$ cat src/rtl/cond_pkg.sv
// Shared constants for the conditional-execution stage: ARM condition codes
// and NZCV flag bit positions.
package cond_pkg;

    localparam logic [3:0] COND_EQ = 4'b0000;
    localparam logic [3:0] COND_NE = 4'b0001;
    localparam logic [3:0] COND_CS = 4'b0010;
    localparam logic [3:0] COND_CC = 4'b0011;
    localparam logic [3:0] COND_MI = 4'b0100;
    localparam logic [3:0] COND_PL = 4'b0101;
    localparam logic [3:0] COND_VS = 4'b0110;
    localparam logic [3:0] COND_VC = 4'b0111;
    localparam logic [3:0] COND_HI = 4'b1000;
    localparam logic [3:0] COND_LS = 4'b1001;
    localparam logic [3:0] COND_GE = 4'b1010;
    localparam logic [3:0] COND_LT = 4'b1011;
    localparam logic [3:0] COND_GT = 4'b1100;
    localparam logic [3:0] COND_LE = 4'b1101;
    localparam logic [3:0] COND_AL = 4'b1110;
    localparam logic [3:0] COND_NV = 4'b1111;

    localparam int unsigned FLAG_N = 3;
    localparam int unsigned FLAG_Z = 2;
    localparam int unsigned FLAG_C = 1;
    localparam int unsigned FLAG_V = 0;

endpackage

$ cat src/rtl/condcheck.sv
// Purely combinational condition evaluator: Cond + {N,Z,C,V} -> CondEx.
module condcheck
    import cond_pkg::*;
(
    input  logic [3:0] Cond,
    input  logic [3:0] Flags,
    output logic       CondEx
);

    logic n, z, c, v;

    always_comb begin
        n = Flags[FLAG_N];
        z = Flags[FLAG_Z];
        c = Flags[FLAG_C];
        v = Flags[FLAG_V];
        CondEx = 1'b0;
        case (Cond)
            COND_EQ: CondEx = z;
            COND_NE: CondEx = ~z;
            COND_CS: CondEx = c;
            COND_CC: CondEx = ~c;
            COND_MI: CondEx = n;
            COND_PL: CondEx = ~n;
            COND_VS: CondEx = v;
            COND_VC: CondEx = ~v;
            COND_HI: CondEx = c & ~z;
            COND_LS: CondEx = ~c | z;
            COND_GE: CondEx = (n == v);
            COND_LT: CondEx = (n != v);
            COND_GT: CondEx = ~z & (n == v);
            COND_LE: CondEx = z | (n != v);
            COND_AL: CondEx = 1'b1;
            default: CondEx = 1'b0;
        endcase
    end

endmodule

$ cat src/rtl/condlogic.sv
// Conditional-execution stage: NZCV register, latched condition result and
// write-enable gating. Optional saturating statistics under COND_STATS_EN.
module condlogic
    import cond_pkg::*;
#(
    parameter int unsigned CNT_W = 16
) (
    input  logic       clk,
    input  logic       reset,
    input  logic [3:0] Cond,
    input  logic [3:0] ALUFlags,
    input  logic [1:0] FlagW,
    input  logic       CondLatch,
    input  logic       PCS,
    input  logic       NextPC,
    input  logic       RegW,
    input  logic       MemW,
    input  logic       IsLongMul,
    output logic       PCWrite,
    output logic       RegWrite,
    output logic       MemWrite,
    output logic       WriteHi,
    output logic [3:0] Flags,
    output logic       CondExR
`ifdef COND_STATS_EN
    ,
    output logic [CNT_W-1:0] ExecCount,
    output logic [CNT_W-1:0] SkipCount
`endif
);

    logic [3:0] flags_q, flags_d;
    logic       cexr_q, cexr_d;
    logic       cond_ex;
    logic [1:0] flag_write;

    // Evaluated against the registered flags, so a same-cycle flag write
    // does not affect the condition being latched.
    condcheck u_condcheck (
        .Cond   (Cond),
        .Flags  (flags_q),
        .CondEx (cond_ex)
    );

    always_comb begin
        flag_write = FlagW & {2{cexr_q}};
        flags_d    = flags_q;
        if (flag_write[1]) begin
            flags_d[FLAG_N] = ALUFlags[FLAG_N];
            flags_d[FLAG_Z] = ALUFlags[FLAG_Z];
        end
        if (flag_write[0]) begin
            flags_d[FLAG_C] = ALUFlags[FLAG_C];
            flags_d[FLAG_V] = ALUFlags[FLAG_V];
        end
        cexr_d = CondLatch ? cond_ex : cexr_q;
    end

    always_ff @(posedge clk or posedge reset) begin
        if (reset) begin
            flags_q <= '0;
            cexr_q  <= 1'b0;
        end else begin
            flags_q <= flags_d;
            cexr_q  <= cexr_d;
        end
    end

    assign PCWrite  = NextPC | (PCS & cexr_q);
    assign RegWrite = RegW & cexr_q;
    assign MemWrite = MemW & cexr_q;
    assign WriteHi  = RegWrite & IsLongMul;
    assign Flags    = flags_q;
    assign CondExR  = cexr_q;

`ifdef COND_STATS_EN
    logic [CNT_W-1:0] exec_q, exec_d;
    logic [CNT_W-1:0] skip_q, skip_d;

    always_comb begin
        exec_d = exec_q;
        skip_d = skip_q;
        if (CondLatch) begin
            if (cond_ex) begin
                if (exec_q != '1) exec_d = exec_q + 1'b1;
            end else begin
                if (skip_q != '1) skip_d = skip_q + 1'b1;
            end
        end
    end

    always_ff @(posedge clk or posedge reset) begin
        if (reset) begin
            exec_q <= '0;
            skip_q <= '0;
        end else begin
            exec_q <= exec_d;
            skip_q <= skip_d;
        end
    end

    assign ExecCount = exec_q;
    assign SkipCount = skip_q;
`else
    if (CNT_W < 1) begin : g_cnt_w_invalid
        $error("condlogic: CNT_W must be at least 1");
    end
`endif

endmodule

$ cat config.mk
export PLATFORM = sky130hd
export DESIGN_NAME = condlogic
export DESIGN_NICKNAME = d
export VERILOG_FILES = /design/src/rtl/cond_pkg.sv /design/src/rtl/condcheck.sv /design/src/rtl/condlogic.sv
export SDC_FILE = /design/constraint.sdc
export NUM_CORES = 1
export LEC_CHECK = 0
export BUFFER_PORTS_ARGS = -buffer_cell sky130_fd_sc_hd__clkbuf_2
export CORE_AREA = 2 2 39 41
export CTS_CLUSTER_DIAMETER = 200
export DETAILED_ROUTE_END_ITERATION = 10
export DIE_AREA = 0 0 41 43
export PLACE_DENSITY = 0.67
export SETUP_SLACK_MARGIN = 0.4
export SYNTH_ARGS = -nofsm -noshare
export SYNTH_HDL_FRONTEND = slang
export SYNTH_SLANG_ARGS = --single-unit
$ cat constraint.sdc
create_clock -name clk -period 1.5 [get_ports clk]
set_input_delay 0.075 -clock clk [delete_from_list [all_inputs] [get_ports clk]]
set_output_delay 0.075 -clock clk [all_outputs]
set_load 0.005 [all_outputs]
==> results of run 1 <==
[cell families after synthesis]
logic type	count (synthesis)	synth area share [%]
and+or+nand+nor	14	18.4
DFF	5	32.8
xor gates and xnor gates	5	11.5
muxes	5	14.4
buffers and inverters	3	5.24
AOI/OAI and AO/OA	8	17.7
[final cells by class]
class	instances	area (µm²)	share of cell area, %
Clock buffer	4	26.3	4.54
Inverter	1	3.75	0.648
Multi-Input combinational cell	32	248	42.8
Sequential cell	5	126	21.8
Tap cell	16	20.0	3.46
Timing Repair Buffer	29	155	26.8
[path summary, 6_finish.rpt]
kind / from / endpoint / slack [ns]
min in group asynchronous: reset / Flags[2] / 0.26
worst min-delay path: ALUFlags[2] / Flags[2] / 0.06
worst max-delay path: Flags[3] / CondExR / 0.29
max in group asynchronous: reset / Flags[0] / 1.06
worst min register to register: Flags[1] / Flags[1] / 0.59
worst max register to register: Flags[3] / CondExR / 0.29
[state kept, by name, indices dropped and copies added, names as in the netlist]
name     count
Flags        4
CondExR      1
[worst max-delay path, stage by stage (launching register included)]
cell and delay [ns]:
dfrtp_1 0.41, xnor2_2 0.18, nand3_1 0.11, a21oi_2 0.14, xnor2_1 0.14, o221ai_2 0.11
[stage by stage]
| stage | utilization (%) | power [mW] | cells | setup WS [ns] |
|---|---|---|---|---|
| 3_5_place_dp | 37.5 | 0.672 | 80 | 0.242 |
| 6_report | 41.9 | 0.897 | 87 | 0.293 |
| 3_3_place_gp | 37.5 | 0.663 | 80 | 0.269 |
| 5_1_grt | 41.9 | 0.969 | 87 | 0.209 |
| 4_1_cts | 41.8 | 0.900 | 87 | 0.284 |
| 2_1_floorplan | - | 0.531 | 40 | 0.305 |
[metal layers]
| metal | GRT usage (%) | wire (µm) | vias to the layer above |
|---|---|---|---|
| li1 | - | - | 203 |
| met1 | 11.4 | 312 | 169 |
| met2 | 20.3 | 498 | 15 |
| met4 | 8.00 | 14 | 0 |
| met3 | 4.19 | 80 | 2 |
| met5 | 0 | 0 | - |
[what timing repair did]
action                                  4_1_cts  5_1_grt
pin swaps                                     1        0
hold buffers                                  1        0
endpoints found under the setup margin        1        3
gates resized for setup                       1        1
setup buffers                                 2        0
endpoints found under the hold margin         5        0
[power by group through the flow]
stage               clock, mW  sequential [mW]  combinational (mW)
detailed placement          0            0.289               0.384
floorplan                   0            0.278               0.252
global route            0.170            0.308               0.491
global placement            0            0.284               0.379
CTS                     0.162            0.288               0.450
finish                  0.154            0.292               0.451
[cells in the final DEF (no fill, tap or decap), types with 2 or more instances in the layout]
cell / n
dfrtp_1: 4
and2_1: 2
nand2_1: 6
clkbuf_4: 3
mux2_2: 4
buf_4: 2
xnor2_1: 4
clkbuf_2: 26
==> impl_metrics.env, run 1 <==
export IMPL_status="finished clean"
export IMPL_n_fill_cell=141
export IMPL_io_buffer_count=26
export IMPL_synth_seq_cells=5
export IMPL_avgSynthCellArea_um2=9.54
export IMPL_syn_cell_area_um2=382
export IMPL_dieArea_um2=1760
export IMPL_final_hold_violation_count=0
export IMPL_internal_power_mw=0.578
export IMPL_combPwrFrac_pct=50.3
export IMPL_yosys_cell_count_top_type="nand2_1"
export IMPL_switchingPower_mw=0.319
export IMPL_p_leak_nw=0.291
export IMPL_routed_wl_um=905
export IMPL_synthTopCellsByArea="dfrtp_1 (33%), mux2_2 (12%), xnor2_1 (11%)"
export IMPL_syn_inst=40
export IMPL_async_flop_share_pct=100
export IMPL_grt_pass1_vias=375
export IMPL_yosysWarnings=0
export IMPL_antenna_cells=0
export IMPL_drtIter0Drc=1
export IMPL_period_share_pct=80.5
export IMPL_drv_slew=0
export IMPL_final_antenna_net_count=0
export IMPL_antenna_found_initial=0
export IMPL_grt_pass1_wl_um=1390
export IMPL_end_kind="register"
export IMPL_rsz0062_at_grt="yes"
export IMPL_cts_sinks=5
export IMPL_placementRows=14
export IMPL_drive_above_1_share_pct=56.3
export IMPL_dieWidth_um=41
export IMPL_synth_flop_cell="dfrtp_1"
export IMPL_first_pass_iters=2
export IMPL_finClkSkew_ns=0.00458
export IMPL_start_kind="register"
export IMPL_ir_drop_mv=0.793
export IMPL_final_area_um2=579
export IMPL_sw_frac_of_total_pct=35.6
export IMPL_vias=389
export IMPL_critPathArrivalTime_ns=1.33
export IMPL_setup_viol=0
export IMPL_final_nets=90
export IMPL_ys_seq_area_share_pct=32.8
export IMPL_grt_usage_pct=12.1
export IMPL_core_um2=1380
export IMPL_vias_per_cell=4.47
export IMPL_drv_cap=0
export IMPL_min_period_ns=1.21
export IMPL_drc_errors=0
export IMPL_max_slew_margin_pct=88.1
export IMPL_insertion_delay_ns=0.24
export IMPL_synth_net_count=58
export IMPL_cts_max_level=1
export IMPL_num_io_pins=27
export IMPL_criticalPathCategory="register to register"
export IMPL_synthDistinctLibCells=22
export IMPL_synth_area_leader_cell="dfrtp_1"
export IMPL_numCtsBuffers=3
export IMPL_place_area_um2=519
export IMPL_path_clk_slew_ns=0.04
export IMPL_cts_root_buffer="clkbuf_4"
export IMPL_globalplace_congestion=0.798
export IMPL_rr_worst_depth=5
export IMPL_worstPathRequired_ns=1.62
export IMPL_syn2layout_area_growth_pct=51.8
export IMPL_hp_class="primary input to register"
export IMPL_grt_overflow_total=0
export IMPL_start_util_pct=27.6
export IMPL_power_density_nw_per_um2=1550
export IMPL_routedWlPerCell_um=10.4
export IMPL_fmax_mhz=828
export IMPL_cts_tree="yes"
export IMPL_synth_top_cells_by_count="nand2_1 (6), dfrtp_1 (5), xnor2_1 (5), mux2_2 (4)"
export IMPL_seq_power_share_pct=32.5
export IMPL_worst_pin_slew_ns=0.173
export IMPL_place_hpwl_um=722
export IMPL_setup_tns_ns=0
export IMPL_worstHoldPathCells=2
export IMPL_synth_edf_count=0
export IMPL_power_frac_clock_pct=17.2
export IMPL_synth_top_area_share_pct=32.8
export IMPL_whs_ns=0.0637
export IMPL_grt_max_degree=9
export IMPL_die_height_um=43
export IMPL_cp_max_fo=3
export IMPL_cts_buffer_depth=2
Note: power is estimated with default switching activity, not from simulation.
==> run 2: changes to the inputs <==
- PLACE_DENSITY: 0.67 -> 0.69
- clock period: 1.5 -> 1.1 ns (I/O delays scaled with it)
==> run 2 against run 1 <==
Against the previous run:
- the flow now finishes with violations (setup timing)
- maximum frequency up 0.48%
- sequential share of layout area down 3.7 points
- count of clock-buffer cells in the layout unchanged
- sequential power up 26%
- hold slack worse by 0.019 ns
- first-iteration DRC count up 100%
- critical path depth unchanged
- critical endpoint unchanged
==> impl_metrics.env, run 2 (same netlist as run 1, synthesis figures left out) <==
export IMPL_status="complete, but fails checks"
export IMPL_violations="setup timing"
export IMPL_power_total_mw=1.52
export IMPL_cp_max_fo=3
export IMPL_criticalPathCategory="register to register"
export IMPL_antenna_cells=0
export IMPL_ir_drop_mv=1.24
export IMPL_grt_usage_pct=13.1
export IMPL_dp_cells=86
export IMPL_cts_tree="yes"
export IMPL_cp_cell_sequence="xnor2_2 > nand3_1 > a21oi_2 > xnor2_1 > o221ai_2"
export IMPL_seq_power_share_pct=24.1
export IMPL_drv_cap=0
export IMPL_fin_ws_ns=-0.101
export IMPL_syn2layout_area_growth_pct=80.7
export IMPL_critPathArrivalTime_ns=1.32
export IMPL_end_kind="register"
export IMPL_internal_power_mw=1.01
export IMPL_power_frac_clock_pct=13.8
export IMPL_min_period_ns=1.20
export IMPL_drc_errors=0
export IMPL_routedWlPerCell_um=10.8
export IMPL_setup_viol=1
export IMPL_io_buffer_count=26
export IMPL_largest_reg_flops=4
export IMPL_drive_above_1_share_pct=64.5
export IMPL_drtIter0Drc=2
export IMPL_final_core_util_pct=49.8
export IMPL_n_fill_cell=129
export IMPL_p_leak_nw=0.361
export IMPL_switchingPower_mw=0.506
export IMPL_drv_slew=0
export IMPL_final_nets=95
export IMPL_cts_root_buffer="clkbuf_4"
export IMPL_finClkSkew_ns=0.00455
export IMPL_cpMaxStageDelayCell="dfrtp_1"
export IMPL_grt_overflow_total=0
export IMPL_final_hold_violation_count=0
export IMPL_final_cell_mix="clkbuf_2 (23), buf_6 (7), dfrtp_1 (5)"
export IMPL_worstPathRequired_ns=1.22
export IMPL_combPwrFrac_pct=62.1
export IMPL_worst_pin_slew_ns=0.200
export IMPL_place_hpwl_um=753
export IMPL_dieWidth_um=41
export IMPL_core_um2=1380
export IMPL_rsz0062_at_grt="yes"
export IMPL_path_clk_slew_ns=0.05
export IMPL_dieArea_um2=1760
export IMPL_grt_pass1_vias=402
export IMPL_first_pass_iters=2
export IMPL_final_antenna_net_count=0
export IMPL_vias_per_cell=4.51
export IMPL_period_share_pct=109
export IMPL_num_io_pins=27
export IMPL_cts_max_level=1
export IMPL_start_util_pct=27.6
export IMPL_fmax_mhz=832
export IMPL_max_slew_margin_pct=86.3
export IMPL_vias=415
export IMPL_power_density_nw_per_um2=2200
export IMPL_start_kind="register"
export IMPL_grt_pass1_wl_um=1520
export IMPL_setup_tns_ns=-0.101
export IMPL_insertion_delay_ns=0.24
export IMPL_final_instance_count_excl_fill=92
export IMPL_cts_sinks=5
export IMPL_slowest_delay_ns=0.42
export IMPL_numCtsBuffers=3
export IMPL_grt_max_degree=9
export IMPL_globalplace_congestion=0.762
export IMPL_hp_class="primary input to register"
export IMPL_routed_wl_um=997
export IMPL_placementRows=14
export IMPL_antenna_found_initial=0
export IMPL_sw_frac_of_total_pct=33.3
export IMPL_layout_commonest_cell="clkbuf_2"
export IMPL_cts_buffer_depth=2
export IMPL_die_height_um=43
run 2: cell count changes in the layout (fill, tap and decap cells not counted), moves of 2 or more:
cell	previous run	this run
mux2_2	4	0
and2_1	2	0
buf_6	0	7
and2_4	0	2
mux2_4	0	4
nand2_1	6	4
clkbuf_2	26	23
nand2_4	0	2
run 2: power by group through the flow:
stage	Combinational [mW]	Clock [mW]	Sequential [mW]
global route	1.02	0.236	0.375
CTS	0.862	0.217	0.349
finish	0.943	0.209	0.367
floorplan	0.371	0	0.385
global placement	0.727	0	0.341
detailed placement	0.734	0	0.348
run 2: layout make-up:
cell class | count | area, µm² | area share, %
clock buffers | 4 | 26.3 | 3.81
inverters | 1 | 3.75 | 0.544
multi-input cells | 32 | 288 | 41.7
flip-flops and latches | 5 | 125 | 18.1
well taps | 16 | 20.0 | 2.90
repair buffers | 34 | 226 | 32.8
run 2: path summary, 6_finish.rpt:
| kind | from | endpoint | slack (ns) | cells after the start |
|---|---|---|---|---|
| worst max-delay path | Flags[3] | CondExR | -0.10 | 5 |
| worst min-delay path | ALUFlags[2] | Flags[2] | 0.05 | 2 |
| worst max register to register | Flags[3] | CondExR | -0.10 | 5 |
| worst min register to register | Flags[2] | Flags[2] | 0.64 | 2 |
| max in group asynchronous | reset | Flags[0] | 0.67 | 3 |
| min in group asynchronous | reset | Flags[3] | 0.25 | 3 |
run 2: metrics by stage:
stage | instance area (µm²) | hold slack [ns] | worst slack, ns
after global placement | 577 | -0.0554 | -0.0729
final | 689 | 0.0452 | -0.101
after CTS | 663 | 0.0409 | -0.108
after global routing | 689 | 0.0308 | -0.207
after floorplan | 398 | -0.166 | -0.0949
after detailed placement | 577 | -0.0551 | -0.106
run 2: critical path: cells and delay by family (launching register included):
| family | cells | cell delay (ns) |
|---|---|---|
| xor gates and xnor gates | 2 | 0.31 |
| and+or+nand+nor | 1 | 0.11 |
| DFF | 1 | 0.42 |
| AOI/OAI and AO/OA | 2 | 0.24 |
run 2: routing by layer:
metal | track usage (%) | vias to the layer above | part of all wire (%)
met4 | 6.00 | 0 | 0
met2 | 22.5 | 14 | 58
met3 | 4.71 | 0 | 5.8
met5 | 0 | - | 0
met1 | 13.1 | 191 | 36
li1 | - | 210 | -
run 2: what timing repair did:
action,CTS,global route
resized for setup,11,4
endpoints found under the hold margin,5,0
hold buffers,1,0
setup endpoints to repair,14,14
setup buffers,1,0
==> run 3: changes to the inputs <==
- ABC_AREA: not set -> 1
- PLACE_DENSITY: 0.69 -> 0.75
==> run 3 against run 2 <==
Against the previous run:
- the run still ends with setup timing left
- via count rose by 54%
- worst setup slack improved by 0.069 ns
- die area did not move
- wire length rose by 48%
- non-clock buffer count fell by 2
- power fell by 2.4%
- global-route usage rose by 4.9 points
- design area rose by 8.7%
- critical path type unchanged
==> impl_metrics.env, run 3 <==
export IMPL_worst_pin_slew_ns=0.217
export IMPL_min_period_ns=1.13
export IMPL_core_um2=1380
export IMPL_synth_edf_count=0
export IMPL_vias=639
export IMPL_sw_frac_of_total_pct=44.9
export IMPL_placementRows=14
export IMPL_finClkSkew_ns=0.00529
export IMPL_status="complete, but fails checks"
export IMPL_grt_pass1_vias=531
export IMPL_fin_ws_ns=-0.0327
export IMPL_setup_viol=1
export IMPL_final_area_um2=749
export IMPL_syn_inst=81
export IMPL_routedWlPerCell_um=11.2
export IMPL_power_total_mw=1.48
export IMPL_fmax_mhz=883
export IMPL_syn_cell_area_um2=452
export IMPL_final_cell_mix="clkbuf_2 (24), nand2_1 (22), inv_1 (12)"
export IMPL_insertion_delay_ns=0.24
export IMPL_io_buffer_count=26
export IMPL_final_nets=135
export IMPL_routed_wl_um=1470
export IMPL_avgSynthCellArea_um2=5.58
export IMPL_vias_per_cell=4.84
export IMPL_max_slew_margin_pct=85.5
export IMPL_worstPathRequired_ns=1.24
export IMPL_cts_max_level=1
export IMPL_synth_net_count=99
export IMPL_synth_top_area_share_pct=27.7
export IMPL_place_hpwl_um=933
export IMPL_internal_power_mw=0.816
export IMPL_critPathArrivalTime_ns=1.27
export IMPL_first_pass_iters=4
export IMPL_drtIter0Drc=32
export IMPL_cts_buffer_depth=2
export IMPL_syn2layout_area_growth_pct=65.9
export IMPL_period_share_pct=103
export IMPL_cts_tree="yes"
export IMPL_dieArea_um2=1760
export IMPL_antenna_cells=0
export IMPL_synth_top_cells_by_count="nand2_1 (28), inv_1 (16), nand3_1 (11), nor2_1 (9), dfrtp_1 (5)"
export IMPL_dieWidth_um=41
export IMPL_drv_cap=0
export IMPL_grt_overflow_total=0
export IMPL_cts_sinks=5
export IMPL_switchingPower_mw=0.666
export IMPL_synthTopCellsByArea="dfrtp_1 (28%), nand2_1 (23%), inv_1 (13%)"
export IMPL_drv_slew=0
export IMPL_drive_above_1_share_pct=49.1
export IMPL_hp_class="primary input to register"
export IMPL_grt_max_degree=10
export IMPL_start_util_pct=32.6
export IMPL_layout_commonest_cell="clkbuf_2"
export IMPL_largest_reg_flops=4
export IMPL_synthDistinctLibCells=13
export IMPL_criticalPathCategory="register to register"
export IMPL_num_io_pins=27
export IMPL_yosys_cell_count_top_type="nand2_1"
export IMPL_grt_pass1_wl_um=2200
export IMPL_power_density_nw_per_um2=1980
export IMPL_globalplace_congestion=0.808
export IMPL_start_kind="register"
export IMPL_power_frac_clock_pct=14.9
export IMPL_end_kind="register"
export IMPL_antenna_found_initial=0
export IMPL_ir_drop_mv=0.993
export IMPL_numCtsBuffers=3
export IMPL_combPwrFrac_pct=58.8
export IMPL_synth_area_leader_cell="dfrtp_1"
export IMPL_path_clk_slew_ns=0.05
export IMPL_final_antenna_net_count=0
export IMPL_die_height_um=43
export IMPL_drc_errors=0
export IMPL_async_flop_share_pct=100
export IMPL_r2r_setup_slack_ns=-0.03
export IMPL_seq_power_share_pct=26.3
export IMPL_place_area_um2=602
export IMPL_grt_usage_pct=18.0
export IMPL_cts_root_buffer="clkbuf_4"
export IMPL_cp_max_fo=4
export IMPL_synth_flop_cell="dfrtp_1"
export IMPL_ys_seq_area_share_pct=27.7
export IMPL_violations="setup timing"
export IMPL_synth_seq_cells=5
export IMPL_rsz0062_at_grt="yes"
export IMPL_yosysWarnings=0
export IMPL_p_leak_nw=0.451
export IMPL_final_hold_violation_count=0
[run 3: final cells by class]
| cell class | instances | area, µm² |
|---|---|---|
| Fill cell | 119 | 634 |
| Multi-Input combinational cell | 58 | 332 |
| Timing Repair Buffer | 32 | 181 |
| Sequential cell | 5 | 126 |
| Inverter | 17 | 63.8 |
| Clock buffer | 4 | 26.3 |
| Tap cell | 16 | 20.0 |
[run 3: metrics by stage]
| stage | utilization (%) | worst slack [ns] | instances | setup TNS (ns) | hold WS, ns |
|---|---|---|---|---|---|
| floorplan | - | 0.0701 | 81 | 0 | -0.166 |
| global placement | 43.5 | 0.00988 | 122 | 0 | -0.0539 |
| detailed placement | 43.5 | -0.000529 | 122 | -0.000529 | -0.0504 |
| CTS | 49.9 | 0.00332 | 131 | 0 | 0.0292 |
| global route | 54.2 | -0.158 | 132 | -0.158 | 0.0543 |
| finish | 54.2 | -0.0327 | 132 | -0.0327 | 0.0283 |
[run 3: kinds of logic after synthesis]
family | after synthesis | synth area share, %
simple gates | 50 | 45.7
buf+inv | 18 | 15.8
compound gates | 8 | 10.8
flops | 5 | 27.7
[run 3: final timing paths]
path	from	endpoint	cells past startpoint
min reg2reg	Flags[1]	Flags[1]	2
max reg2reg	Flags[3]	CondExR	10
max in group asynchronous	reset	CondExR	3
min	CondLatch	CondExR	3
max	Flags[3]	CondExR	10
min in group asynchronous	reset	Flags[0]	3
[run 3: timing repair]
item,in CTS,in global routing
setup buffers,4,1
hold buffers,1,0
hold endpoints to repair,5,0
pin swaps,1,5
cloned,0,0
resized for setup,6,17
endpoints found under the setup margin,14,14
[run 3: per-layer routing]
layer / vias to the layer above / GRT usage (%) / wire [µm] / share of wire, %
li1: 319 / - / - / -
met1: 291 / 25.5 / 577 / 39
met5: - / 0 / 0 / 0
met4: 0 / 8.00 / 29 / 2.0
met3: 4 / 3.14 / 84 / 5.7
met2: 25 / 25.9 / 783 / 53
[run 3: power groups by stage]
| stage | combinational (mW) | sequential (mW) | clock [mW] |
|---|---|---|---|
| floorplan | 0.345 | 0.376 | 0 |
| global placement | 0.549 | 0.380 | 0 |
| detailed placement | 0.551 | 0.385 | 0 |
| CTS | 0.709 | 0.378 | 0.220 |
| global route | 0.966 | 0.407 | 0.241 |
| finish | 0.872 | 0.390 | 0.221 |
[run 3: worst max-delay path, cell delays in order, from the launching register on]
cell and delay, ns:
dfrtp_1 0.43, inv_2 0.11, nand2_4 0.07, nand3_2 0.06, nand2_1 0.05, nand2_1 0.05
nand2_1 0.05, inv_1 0.04, nand3_1 0.06, nand2_1 0.06, nand2_1 0.04
